==> src/rtl/div_pkg.sv <==
// Shared types and constants for the sequenced 32/16 divider control stage.
// Build option: DIV_SIGNED_EN enables two's-complement operand handling.
package div_pkg;

    localparam int DVD_W = 32;
    localparam int DVS_W = 16;
    localparam int Q_W   = 17;
    localparam int R_W   = 16;
    localparam int QO_W  = Q_W + 1;
    localparam int RO_W  = R_W + 1;

    typedef enum logic [1:0] {
        IDLE   = 2'd0,
        SETTLE = 2'd1,
        FIX    = 2'd2,
        DONE   = 2'd3
    } state_e;

    localparam logic [1:0] ST_IDLE   = IDLE;
    localparam logic [1:0] ST_SETTLE = SETTLE;
    localparam logic [1:0] ST_FIX    = FIX;
    localparam logic [1:0] ST_DONE   = DONE;

    localparam logic [QO_W-1:0] DBZ_QUOTIENT = '1;

    // Quotient needs more than Q_W bits exactly when dvd >= dvs * 2^Q_W.
    function automatic logic quot_overflow(input logic [DVD_W-1:0] dvd_mag,
                                           input logic [DVS_W-1:0] dvs_mag);
        return (dvs_mag != '0) && ((dvd_mag >> Q_W) >= DVD_W'(dvs_mag));
    endfunction

endpackage

==> src/rtl/div_sign_fix.sv <==
// Conditional two's-complement negate; used both to take operand magnitudes
// and to restore the sign of the quotient and remainder.
module div_sign_fix #(
    parameter int W = 16
) (
    input  logic [W-1:0] value,
    input  logic         neg,
    output logic [W-1:0] result
);

    assign result = neg ? (~value + W'(1)) : value;

endmodule

==> src/rtl/div_seq_ctrl.sv <==
// Handshaked control stage around an external combinational 32/16 divider.
// Build option: DIV_SIGNED_EN honours in_signed; otherwise every op is unsigned.
module div_seq_ctrl
    import div_pkg::*;
#(
    parameter int SETTLE_CYCLES = 2
) (
    input  logic             clk,
    input  logic             rst,
    input  logic             in_valid,
    output logic             in_ready,
    input  logic [31:0]      in_dividend,
    input  logic [15:0]      in_divisor,
    input  logic             in_signed,
    output logic [31:0]      div_dividend,
    output logic [15:0]      div_divisor,
    input  logic [16:0]      div_quotient,
    input  logic [15:0]      div_remainder,
    output logic             out_valid,
    input  logic             out_ready,
    output logic [17:0]      out_quotient,
    output logic [16:0]      out_remainder,
    output logic             out_dbz,
    output logic             out_ovf
);

    logic [1:0]       state_reg;
    logic [1:0]       state_next;
    logic [3:0]       cnt_reg;
    logic [DVD_W-1:0] dvd_mag_reg;
    logic [DVS_W-1:0] dvs_mag_reg;
    logic [R_W-1:0]   dvd_lo_reg;
    logic             dbz_reg;
    logic             ovf_reg;
    logic [Q_W-1:0]   q_cap_reg;
    logic [R_W-1:0]   r_cap_reg;
    logic [QO_W-1:0]  out_q_reg;
    logic [RO_W-1:0]  out_r_reg;
    logic             out_valid_reg;
    logic             out_dbz_reg;
    logic             out_ovf_reg;

    logic [DVD_W-1:0] dvd_mag;
    logic [DVS_W-1:0] dvs_mag;
    logic [QO_W-1:0]  q_fixed;
    logic [RO_W-1:0]  r_fixed;

`ifdef DIV_SIGNED_EN
    logic sa_reg;
    logic sb_reg;
    logic dvd_neg;
    logic dvs_neg;

    assign dvd_neg = in_signed & in_dividend[DVD_W-1];
    assign dvs_neg = in_signed & in_divisor[DVS_W-1];

    div_sign_fix #(.W(DVD_W)) u_dvd_mag (
        .value  (in_dividend),
        .neg    (dvd_neg),
        .result (dvd_mag)
    );

    div_sign_fix #(.W(DVS_W)) u_dvs_mag (
        .value  (in_divisor),
        .neg    (dvs_neg),
        .result (dvs_mag)
    );

    // Quotient takes the XOR of operand signs; remainder follows the dividend.
    div_sign_fix #(.W(QO_W)) u_q_fix (
        .value  ({1'b0, q_cap_reg}),
        .neg    (sa_reg ^ sb_reg),
        .result (q_fixed)
    );

    div_sign_fix #(.W(RO_W)) u_r_fix (
        .value  ({1'b0, r_cap_reg}),
        .neg    (sa_reg),
        .result (r_fixed)
    );

    always_ff @(posedge clk or posedge rst) begin
        if (rst) begin
            sa_reg <= 1'b0;
            sb_reg <= 1'b0;
        end else if (state_reg == ST_IDLE && in_valid) begin
            sa_reg <= dvd_neg;
            sb_reg <= dvs_neg;
        end
    end
`else
    logic unused_signed;

    assign unused_signed = in_signed;
    assign dvd_mag       = in_dividend;
    assign dvs_mag       = in_divisor;
    assign q_fixed       = {1'b0, q_cap_reg};
    assign r_fixed       = {1'b0, r_cap_reg};
`endif

    always_comb begin
        state_next = state_reg;
        case (state_reg)
            ST_IDLE: begin
                if (in_valid) begin
                    // A zero divisor needs no divider result, so SETTLE is bypassed.
                    state_next = (in_divisor == '0) ? ST_FIX : ST_SETTLE;
                end
            end
            ST_SETTLE: begin
                if (cnt_reg == '0) begin
                    state_next = ST_FIX;
                end
            end
            ST_FIX: begin
                state_next = ST_DONE;
            end
            ST_DONE: begin
                if (out_ready) begin
                    state_next = ST_IDLE;
                end
            end
            default: begin
                state_next = ST_IDLE;
            end
        endcase
    end

    always_ff @(posedge clk or posedge rst) begin
        if (rst) begin
            state_reg     <= ST_IDLE;
            cnt_reg       <= '0;
            dvd_mag_reg   <= '0;
            dvs_mag_reg   <= '0;
            dvd_lo_reg    <= '0;
            dbz_reg       <= 1'b0;
            ovf_reg       <= 1'b0;
            q_cap_reg     <= '0;
            r_cap_reg     <= '0;
            out_q_reg     <= '0;
            out_r_reg     <= '0;
            out_valid_reg <= 1'b0;
            out_dbz_reg   <= 1'b0;
            out_ovf_reg   <= 1'b0;
        end else begin
            state_reg <= state_next;
            case (state_reg)
                ST_IDLE: begin
                    if (in_valid) begin
                        dvd_mag_reg <= dvd_mag;
                        dvs_mag_reg <= dvs_mag;
                        dvd_lo_reg  <= in_dividend[R_W-1:0];
                        dbz_reg     <= (in_divisor == '0);
                        ovf_reg     <= quot_overflow(dvd_mag, dvs_mag);
                        cnt_reg     <= 4'(SETTLE_CYCLES - 1);
                    end
                end
                ST_SETTLE: begin
                    if (cnt_reg != '0) begin
                        cnt_reg <= cnt_reg - 4'd1;
                    end else begin
                        q_cap_reg <= div_quotient;
                        r_cap_reg <= div_remainder;
                    end
                end
                ST_FIX: begin
                    out_q_reg     <= dbz_reg ? DBZ_QUOTIENT : q_fixed;
                    out_r_reg     <= dbz_reg ? {1'b0, dvd_lo_reg} : r_fixed;
                    out_dbz_reg   <= dbz_reg;
                    out_ovf_reg   <= ovf_reg;
                    out_valid_reg <= 1'b1;
                end
                ST_DONE: begin
                    if (out_ready) begin
                        out_valid_reg <= 1'b0;
                    end
                end
                default: begin
                end
            endcase
        end
    end

    assign in_ready      = (state_reg == ST_IDLE);
    assign div_dividend  = dvd_mag_reg;
    assign div_divisor   = dvs_mag_reg;
    assign out_valid     = out_valid_reg;
    assign out_quotient  = out_q_reg;
    assign out_remainder = out_r_reg;
    assign out_dbz       = out_dbz_reg;
    assign out_ovf       = out_ovf_reg;

endmodule

==> config.mk <==
export PLATFORM = sky130hd
export DESIGN_NAME = div_seq_ctrl
export DESIGN_NICKNAME = d
export VERILOG_FILES = /design/src/rtl/div_pkg.sv /design/src/rtl/div_sign_fix.sv /design/src/rtl/div_seq_ctrl.sv
export SDC_FILE = /design/constraint.sdc
export NUM_CORES = 1
export LEC_CHECK = 0
export CAP_MARGIN = 20
export CORE_MARGIN = 5
export CORE_UTILIZATION = 30
export DETAILED_ROUTE_END_ITERATION = 6
export GPL_ROUTABILITY_DRIVEN = 0
export GPL_TIMING_DRIVEN = 0
export PLACE_DENSITY = 0.56
export REMOVE_ABC_BUFFERS = 1
export SYNTH_ARGS = -nofsm -noshare
export SYNTH_HDL_FRONTEND = slang
export SYNTH_SLANG_ARGS = --single-unit
==> constraint.sdc <==
create_clock -name clk -period 4.6 [get_ports clk]
set_input_delay 1.15 -clock clk [delete_from_list [all_inputs] [get_ports clk]]
set_output_delay 1.15 -clock clk [all_outputs]
set_load 0.01 [all_outputs]
==> impl_metrics.toml <==
[grt]
global_route.peak_usage_layer = "met2"
met3_usage = 0.06914
grt_met1_use = 0.1640
global_route_wire_length_before_repair_um = 23300
grt_max_degree = 67
overflow = 0
grt_use_met2 = 0.2189
vias_in_the_first_global_route = 4276
antenna_found_initial = 0
track_usage = 0.1380

[synth]
yosys.area_share.adder = 0.04741
compound_gate_fraction_of_synth_area = 0.08738
yosys.cell_types.count = 41
synthesized_area_fraction_occupied_by_xor_and_xnor_cells = 0
postSynthCellCount = 431
largest_family_of_logic_cells_by_synthesized_area = "multiplexers"
synth_cell_area_um2 = 5542
ys_seq_elements = 125
yosysSeqAreaShare = 0.5645
muxShareOfSynthArea = 0.1924
avgSynthCellArea_um2 = 12.86
synthesis.yosys.warnings = 0
post_synth_simple_gate_area = 0.06232

[power_and_ir_drop]
static-leakage-power_nw = 3.477
total_power_mw = 5.737
pwr_density_cell_nw_per_um2 = 706.2
ir_drop_uv = 394.1

[cts]
tritoncts = "built"
number_of_buffers_on_the_longest_clock_path = 2
post_cts_buffers = 0
post_cts_hold_buffer_count = 0
path_clk_slew_ns = 0.06
htree_num_levels = 4
numClockSinks = 125
numCtsBuffers = 17
root_buffer = "sky130_fd_sc_hd__clkbuf_16"
clk-insertion-delay-late_ns = 0.41
post_cts_resize_count = 0

[run]
max-cap-violations = 0

[sta]
max_slew_margin = 0.4167
period_needed_ns = 3.112
setup_total_negative_slack_ns = 0
finalHoldViolations = 0
slew_of_the_pin_with_the_lowest_slew_margin_ns = 0.8750
slew_violations = 0
finalCritPeriodShare = 0.6766
rsz0062_at_grt = "false"
final.hold.worst_slack_ns = 0.4822
achievable-frequency_ghz = 0.3213
timing.clock.skew_ns = 0.01329
finalSetupViolCount = 0

[worst_setup_path]
cp.arrival_ns = 1.96
cp_top_family = "buffers and inverters"
r2r-start = "state_reg[0]"
crit_path_max_fo = 11
cp_data_required_time_ns = 3.45
crit_path_start = "state_reg[0]"
worst-path-buf-inv = 2
critPathLaunchType = "flip-flop"
worstPathCellList = "inv_1 > ha_1 > clkdlybuf4s50_1"
endpoint_kind = "primary output"
crit_path_max_incr_delay_ns = 0.63
criticalPathCategory = "flip-flop to primary output"
cp_slowest_cell = "sky130_fd_sc_hd__clkdlybuf4s50_1"

[status]
run_status = "completed"

[floorplan]
chipHeight_um = 145.9
design.die.area_um2 = 21290
placement_rows = 49
design.core.area_um2 = 18090
initial_utilization = 0.3064
design.portCount = 173
chipWidth_um = 145.9

[detailed_routing]
first_iter_violations = 138
post_drt_wl_per_cell_um = 17.05
drt_drc_violations_left = 0
drt-total-wl_um = 14350
first_drt_pass_iteration_count = 4
routed-via-count = 3940
final_antenna_net_count = 0
average_vias_per_placed_instance = 4.679

[cells_and_area]
areaGrowthSynthToFinish_pct = 46.60
largest_register_ff_count = 32
post_route_cells_drive_above_1_share = 0.1794
mostFrequentLayoutCell = "sky130_fd_sc_hd__clkdlybuf4s50_1"
most-common-layout-cells = "sky130_fd_sc_hd__clkdlybuf4s50_1 (170), sky130_fd_sc_hd__dfrtp_1 (125), sky130_fd_sc_hd__mux2_2 (40)"
finalNetCount = 707
diodes = 0
fill_cells = 1634

[placed_design]
portBuffers = 170
dp_hpwl_um = 10210

[min_path]
timing.hold.worst.class = "flip-flop to flip-flop"
worst_hold_startpoint = "div_divisor[1]"
-- cells by family (layout without fill, tap and decap cells) --
group | after synthesis | count (layout)
DFF | 125 | 125
muxes | 87 | 87
AOI/OAI and AO/OA | 78 | 78
and+or+nand+nor | 71 | 71
buffers and inverters | 48 | 230
adders and majority gates | 21 | 21
other | 1 | 1
-- routing by layer --
layer  routed length (um)  vias up
met1                 6258     1931
li1                     -     1857
met4                  125        0
met2                 6616      143
met3                 1354        9
met5                    0        -
-- where the power goes --
group | leakage, nW | internal [mW] | switching (mW) | total [mW]
combinational | 1.68 | 1.35 | 0.948 | 2.30
clock | 0.313 | 0.955 | 0.508 | 1.46
sequential | 1.48 | 1.65 | 0.318 | 1.97
-- path summary, 6_finish.rpt --
check | slack (ns) | depth (start not counted) | to
max in group asynchronous | 2.68 | 3 | div_dividend[29]
worst max-delay path | 1.49 | 3 | in_ready
min in group asynchronous | 1.19 | 2 | out_remainder[14]
worst min register to register | 0.48 | 2 | div_divisor[1]
worst min-delay path | 0.48 | 2 | div_divisor[1]
worst max register to register | 2.16 | 7 | ovf_reg
-- cells in the mapped netlist, drive strengths merged --
library cell,instances,area (um^2)
nor3b,2,15.01
nor3,5,25.02
clkbuf,8,30.03
dfrtp,125,3128
a21o,2,15.01
o2bb2ai,2,17.52
a31oi,1,6.260
a21oi,28,140.1
nand4,3,18.77
o211ai,1,7.510
o32a,1,10.01
a221o,1,11.26
a22oi,1,7.510
conb,1,3.750
o21ai,23,115.1
a211oi,2,15.01
a211o,1,8.760
mux2i,18,180.2
o22a,13,113.9
a2111oi,1,8.760
nor2b,1,6.260
nand4b,2,17.52
o21bai,1,7.510
nand2b,3,18.77
inv,24,90.09
mux2,69,885.9
nand2,20,75.07
ha,21,262.8
nor2,28,121.4
and4,1,8.760
buf,16,131.4
nand3,1,5.000
or3b,1,8.760
nor4,4,25.02
-- worst min-delay path, delay by kind of cell, from the launching register on --
kind	cells	cell delay [ns]
flops	1	0.34
simple gates	1	0.05
compound gates	1	0.06
-- cell type report --
class / instances / area (um^2) / share of cell area
sequential: 125 / 3128 / 0.3850
multi-input combinational: 258 / 2167 / 0.2667
timing repair buffer: 174 / 1797 / 0.2212
clock buffer: 20 / 466.7 / 0.05745
tap: 229 / 286.5 / 0.03527
clock inverter: 12 / 183.9 / 0.02264
inverter: 24 / 95.09 / 0.01170
-- per-stage QoR --
stage	cells	worst slack, ns	utilization	area (um^2)
2_1_floorplan	407	0.1224	-	5380
3_5_place_dp	810	1.255	0.4132	7473
5_1_grt	842	1.332	0.4492	8124
3_3_place_gp	806	-1.767	0.4074	7368
6_report	842	1.488	0.4492	8124
4_1_cts	842	1.452	0.4492	8124
Power figures use the tool's default switching activity.
